<file path="src/rtl/axis_stacker_param.sv">
// axis_stacker_param: AXI-Stream width up-converter.
// Packs IN_W-bit pixel beats into OUT_W-bit chunks (RATIO lanes). A beat with
// pixel_tlast closes the chunk early; unfilled lanes carry PAD and are cleared
// in chunk_tkeep. The chunk_* outputs are registered. A new chunk can load in
// the same cycle the previous one drains, so input runs at full rate while
// chunk_tready stays high.
`timescale 1ns/1ps

module axis_stacker_param #(
  parameter int              IN_W      = 8,
  parameter int              OUT_W     = 128,
  parameter bit              LSB_FIRST = 1'b1,
  parameter logic [IN_W-1:0] PAD       = '0
) (
  input  logic                     clk_in,
  input  logic                     rst_in,
  input  logic                     pixel_tvalid,
  output logic                     pixel_tready,
  input  logic [IN_W-1:0]          pixel_tdata,
  input  logic                     pixel_tlast,
  output logic                     chunk_tvalid,
  input  logic                     chunk_tready,
  output logic [OUT_W-1:0]         chunk_tdata,
  output logic [(OUT_W/IN_W)-1:0]  chunk_tkeep,
  output logic                     chunk_tlast
);

  localparam int RATIO = OUT_W / IN_W;
  localparam int LW    = (RATIO > 1) ? $clog2(RATIO) : 1;

  if ((OUT_W % IN_W) != 0) begin : g_bad_ratio
    $error("axis_stacker_param: OUT_W must be a multiple of IN_W");
  end

  logic [LW-1:0]    lane;
  logic [OUT_W-1:0] acc;
  logic [RATIO-1:0] keep_acc;

  logic             completing;
  logic             accept_in;
  logic             accept_out;
  logic             load;
  logic [OUT_W-1:0] acc_wr;
  logic [OUT_W-1:0] chunk_nx;
  logic [RATIO-1:0] keep_wr;

  // Bit offset of lane i; lane 0 sits at the bottom or the top of the chunk.
  function automatic int lane_lo(input int i);
    if (LSB_FIRST) return i * IN_W;
    else           return OUT_W - (i + 1) * IN_W;
  endfunction

  // A completing beat only stalls when the output register is still occupied.
  assign completing   = (lane == LW'(RATIO - 1)) | pixel_tlast;
  assign pixel_tready = ~completing | ~chunk_tvalid | chunk_tready;
  assign accept_in    = pixel_tvalid & pixel_tready;
  assign accept_out   = chunk_tvalid & chunk_tready;
  assign load         = accept_in & completing;
  assign keep_wr      = keep_acc | (RATIO'(1) << lane);

  // Merge the incoming beat into the accumulator; lanes above it get PAD for a closing chunk.
  always_comb begin
    acc_wr   = acc;
    chunk_nx = acc;
    for (int i = 0; i < RATIO; i++) begin
      if (i == int'(lane)) begin
        acc_wr[lane_lo(i) +: IN_W]   = pixel_tdata;
        chunk_nx[lane_lo(i) +: IN_W] = pixel_tdata;
      end else if (i > int'(lane)) begin
        chunk_nx[lane_lo(i) +: IN_W] = PAD;
      end
    end
  end

  // Lane accumulation and the registered output stage; a load overrides a drain.
  always_ff @(posedge clk_in or posedge rst_in) begin
    if (rst_in) begin
      lane         <= '0;
      acc          <= '0;
      keep_acc     <= '0;
      chunk_tvalid <= 1'b0;
      chunk_tdata  <= '0;
      chunk_tkeep  <= '0;
      chunk_tlast  <= 1'b0;
    end else begin
      if (accept_out) begin
        chunk_tvalid <= 1'b0;
      end
      if (accept_in) begin
        if (load) begin
          chunk_tvalid <= 1'b1;
          chunk_tdata  <= chunk_nx;
          chunk_tkeep  <= keep_wr;
          chunk_tlast  <= pixel_tlast;
          lane         <= '0;
          keep_acc     <= '0;
          acc          <= {RATIO{PAD}};
        end else begin
          acc      <= acc_wr;
          keep_acc <= keep_wr;
          lane     <= lane + LW'(1);
        end
      end
    end
  end

endmodule

</file>
<file path="config.mk">
export PLATFORM = sky130hd
export DESIGN_NAME = axis_stacker_param
export DESIGN_NICKNAME = d
export VERILOG_FILES = /design/src/rtl/axis_stacker_param.sv
export SDC_FILE = /design/constraint.sdc
export NUM_CORES = 1
export LEC_CHECK = 0
export BUFFER_PORTS_ARGS = -buffer_cell sky130_fd_sc_hd__buf_2
export CAP_MARGIN = 20
export CORE_MARGIN = 2
export CORE_UTILIZATION = 40
export CTS_BUF_LIST = sky130_fd_sc_hd__clkbuf_4 sky130_fd_sc_hd__clkbuf_8
export DETAILED_ROUTE_END_ITERATION = 10
export GPL_TIMING_DRIVEN = 0
export PLACE_DENSITY = 0.55
export SLEW_MARGIN = 15
export SYNTH_ARGS = -nofsm -noshare
export SYNTH_HDL_FRONTEND = slang
export SYNTH_SLANG_ARGS = --single-unit
</file>
<file path="constraint.sdc">
create_clock -name clk_in -period 24.7 [get_ports clk_in]
set_input_delay 1.235 -clock clk_in [delete_from_list [all_inputs] [get_ports clk_in]]
set_output_delay 1.235 -clock clk_in [all_outputs]
set_load 0.005 [all_outputs]
</file>
==> flow_summary.json <==
{
  "grt_pass1_wl_um": 65610,
  "overflow": 0,
  "switching_power_uw": 337.2,
  "synthFlopType": "dfrtp_1",
  "synth_edf_count": 0,
  "gp_congestion": 0.9314,
  "dieArea_mm2": 0.03234,
  "crit_type": "flip-flop to output port",
  "min_period_ns": 3.207,
  "crit_path_start": "lane[1]$_DFFE_PP0P_",
  "cts_buffer_depth": 3,
  "detail-route-antenna-nets": 0,
  "dr.pass1.iters": 5,
  "hpwlAfterDp_um": 29010,
  "num_rows": 64,
  "drv_cap": 0,
  "io_buffer_count": 151,
  "finalInstanceArea_mm2": 0.01478,
  "grt_pass1_vias": 10260,
  "die_x_um": 179.8,
  "numClockSinks": 286,
  "cts_setup_buffers": 0,
  "layout-drive-gt1-share": 0.2327,
  "die-height_um": 179.8,
  "setup_violations": 0,
  "vias": 10471,
  "diodes": 0,
  "status": "complete, no violations",
  "root_buffer": "clkbuf_8",
  "p_per_area_mw_per_mm2": 78.83,
  "antenna_found_initial": 0,
  "hold_path.class": "flip-flop to flip-flop",
  "yosysWarningCount": 0,
  "cts_tree": "built",
  "power_frac_comb": 0.151,
  "core-area_mm2": 0.03051,
  "worst_slew_margin_rel": 0.2910,
  "num-fill-cells": 2898,
  "netlist_instances": 1174,
  "yosysUniqueCellTypes": 48,
  "mostFrequentLayoutCell": "dfrtp_1",
  "pwr-share-clk": 0.411,
  "crit_arrival_ns": 1.97,
  "syn_nets": 1194,
  "yosysSeqAreaShare": 0.5787,
  "worstPathMaxFanout": 9,
  "clock_skew_ns": 0.01665,
  "crit_path_end_kind": "output port",
  "finalMaxSlewViolations": 0,
  "synth-seq-cells": 286,
  "async_reset_ff_frac": 1.000,
  "ctsHtreeMaxLevel": 2,
  "power_frac_seq": 0.438,
  "grtUsageTotal": 0.2645,
  "ioPinCount": 160,
  "tightest_slew_ns": 1.063,
  "place_area_mm2": 0.01368,
  "clk_latency_ns": 0.58,
  "vias_per_cell": 5.785,
  "syn_to_final_growth_pct": 19.51,
  "netlist_area_mm2": 0.01237,
  "clkTransAtPathRegs_ns": 0.07,
  "cts_buffers": 49,
  "finalCritPeriodShare": 0.1299,
  "start_util": 0.4053,
  "wl_um": 43100,
  "rsz0062_at_grt": "false",
  "p_int_uw": 827.8,
  "hold_viol": 0,
  "drt_iter0_markers": 959,
  "multiInputGateArea_mm2": 0.004657,
  "sw_frac_of_total": 0.2894,
  "fmax_mhz": 311.8,
  "avgSynthCellArea_um2": 10.53,
  "final_cell_mix": "286 x dfrtp_1, 194 x buf_2, 167 x nand2_1, 128 x nor2_1, 109 x a22o_1",
  "nNetsFinal": 1398,
  "cts_resized": 0,
  "regArea_mm2": 0.007157,
  "required_ns": 23.47,
  "setup_tns_ns": 0,
  "startpoint_type": "flip-flop",
  "wl_per_cell_um": 23.81,
  "drc": 0,
  "leakagePower_nw": 7.249,
  "ir_drop_v": 0.00003343,
  "grt_start_max_net_pins": 99,
  "hp-start": "chunk_tkeep[7]$_DFFE_PP0P_",
  "worstReg2RegStart": "lane[0]$_DFFE_PP0P_",
  "ctsHoldBuffers": 0
}
[per-layer routing]
layer	up-vias	track usage	part of all wire	wire length (um)
li1	4622	-	-	-
met1	5284	0.3997	0.46	19890
met2	490	0.3900	0.44	18770
met3	75	0.04720	0.080	3441
met4	0	0.07382	0.023	999
met5	-	0	0	0
[worst paths after layout]
kind                       slack [ns]                           to  cells after the start
setup / recovery                21.49                 pixel_tready                      4
hold / removal                   0.47   chunk_tkeep[7]$_DFFE_PP0P_                      2
setup reg to reg                21.87  chunk_tdata[48]$_DFFE_PP0P_                      9
hold reg to reg                  0.47   chunk_tkeep[7]$_DFFE_PP0P_                      2
max in group asynchronous       22.53      keep_acc[3]$_DFFE_PP0P_                      4
min in group asynchronous        0.78  chunk_tdata[62]$_DFFE_PP0P_                      2
[through the flow]
step | utilization | hold WS [ns] | total power [mW] | instances | setup WS [ns]
6_report | 0.4844 | 0.4671 | 1.165 | 1810 | 21.49
2_1_floorplan | - | 0.4444 | 0.6209 | 1174 | 15.57
5_1_grt | 0.4844 | 0.4936 | 1.210 | 1810 | 21.40
3_3_place_gp | 0.4464 | 0.4474 | 0.6894 | 1721 | 11.99
4_1_cts | 0.4844 | 0.4728 | 1.166 | 1810 | 21.48
3_5_place_dp | 0.4484 | 0.4574 | 0.6923 | 1723 | 21.49
[synth_stat cells, types with 5 or more instances]
library cell | number | area [um2]
nand2_1 | 167 | 626.9
nor2b_1 | 9 | 56.30
nand2b_1 | 9 | 56.30
buf_6 | 6 | 67.56
nor2_1 | 128 | 480.5
o21ai_0 | 79 | 395.4
mux2i_1 | 25 | 250.2
o21ai_2 | 13 | 113.9
nand3_1 | 7 | 35.03
a211oi_1 | 6 | 45.04
buf_1 | 5 | 18.77
a21o_1 | 7 | 52.55
o2bb2ai_1 | 12 | 105.1
a31oi_1 | 15 | 93.84
clkbuf_1 | 44 | 165.2
buf_2 | 43 | 215.2
a32o_1 | 9 | 90.09
a21boi_0 | 8 | 60.06
and3_1 | 6 | 37.54
dfrtp_1 | 286 | 7157
a32oi_1 | 14 | 122.6
a22o_1 | 109 | 954.7
a21oi_1 | 57 | 285.3
inv_1 | 6 | 22.52
ha_1 | 7 | 87.58
o31ai_1 | 40 | 300.3
buf_4 | 8 | 60.06
a221oi_1 | 16 | 140.1
[state kept, by name (all words and copies together) (netlist names)]
signal        flops
lane              4
chunk_tdata     128
acc             120
keep_acc         16
chunk_tvalid      1
chunk_tkeep      16
chunk_tlast       1
[kinds of logic after synthesis]
kind of cell	synth area share
AOI/OAI and AO/OA	0.2330
DFF	0.5787
buffers and inverters	0.04472
adders and majority gates	0.007082
muxes	0.02023
and+or+nand+nor	0.1162
[worst max-delay path, stage by stage (launching register included)]
cell	delay, ns
dfrtp_1	0.50
ha_1	0.42
a31o_2	0.29
nand2_1	0.07
buf_2	0.12
[power by group through the flow]
stage	clock network, mW	logic (mW)	registers [mW]
2_1_floorplan	0	0.103	0.518
3_3_place_gp	0	0.171	0.519
4_1_cts	0.482	0.174	0.511
5_1_grt	0.506	0.189	0.514
3_5_place_dp	0	0.173	0.519
6_report	0.479	0.176	0.511
[final cells by class]
type | count | share of cell area
Inverter | 7 | 0.002286
Tap cell | 396 | 0.03353
Buffer | 106 | 0.03564
Clock buffer | 79 | 0.06807
Timing Repair Buffer | 153 | 0.05486
Multi-Input combinational cell | 775 | 0.3151
Clock inverter | 8 | 0.006265
Sequential cell | 286 | 0.4843
Note: power is estimated with default switching activity, not from simulation.
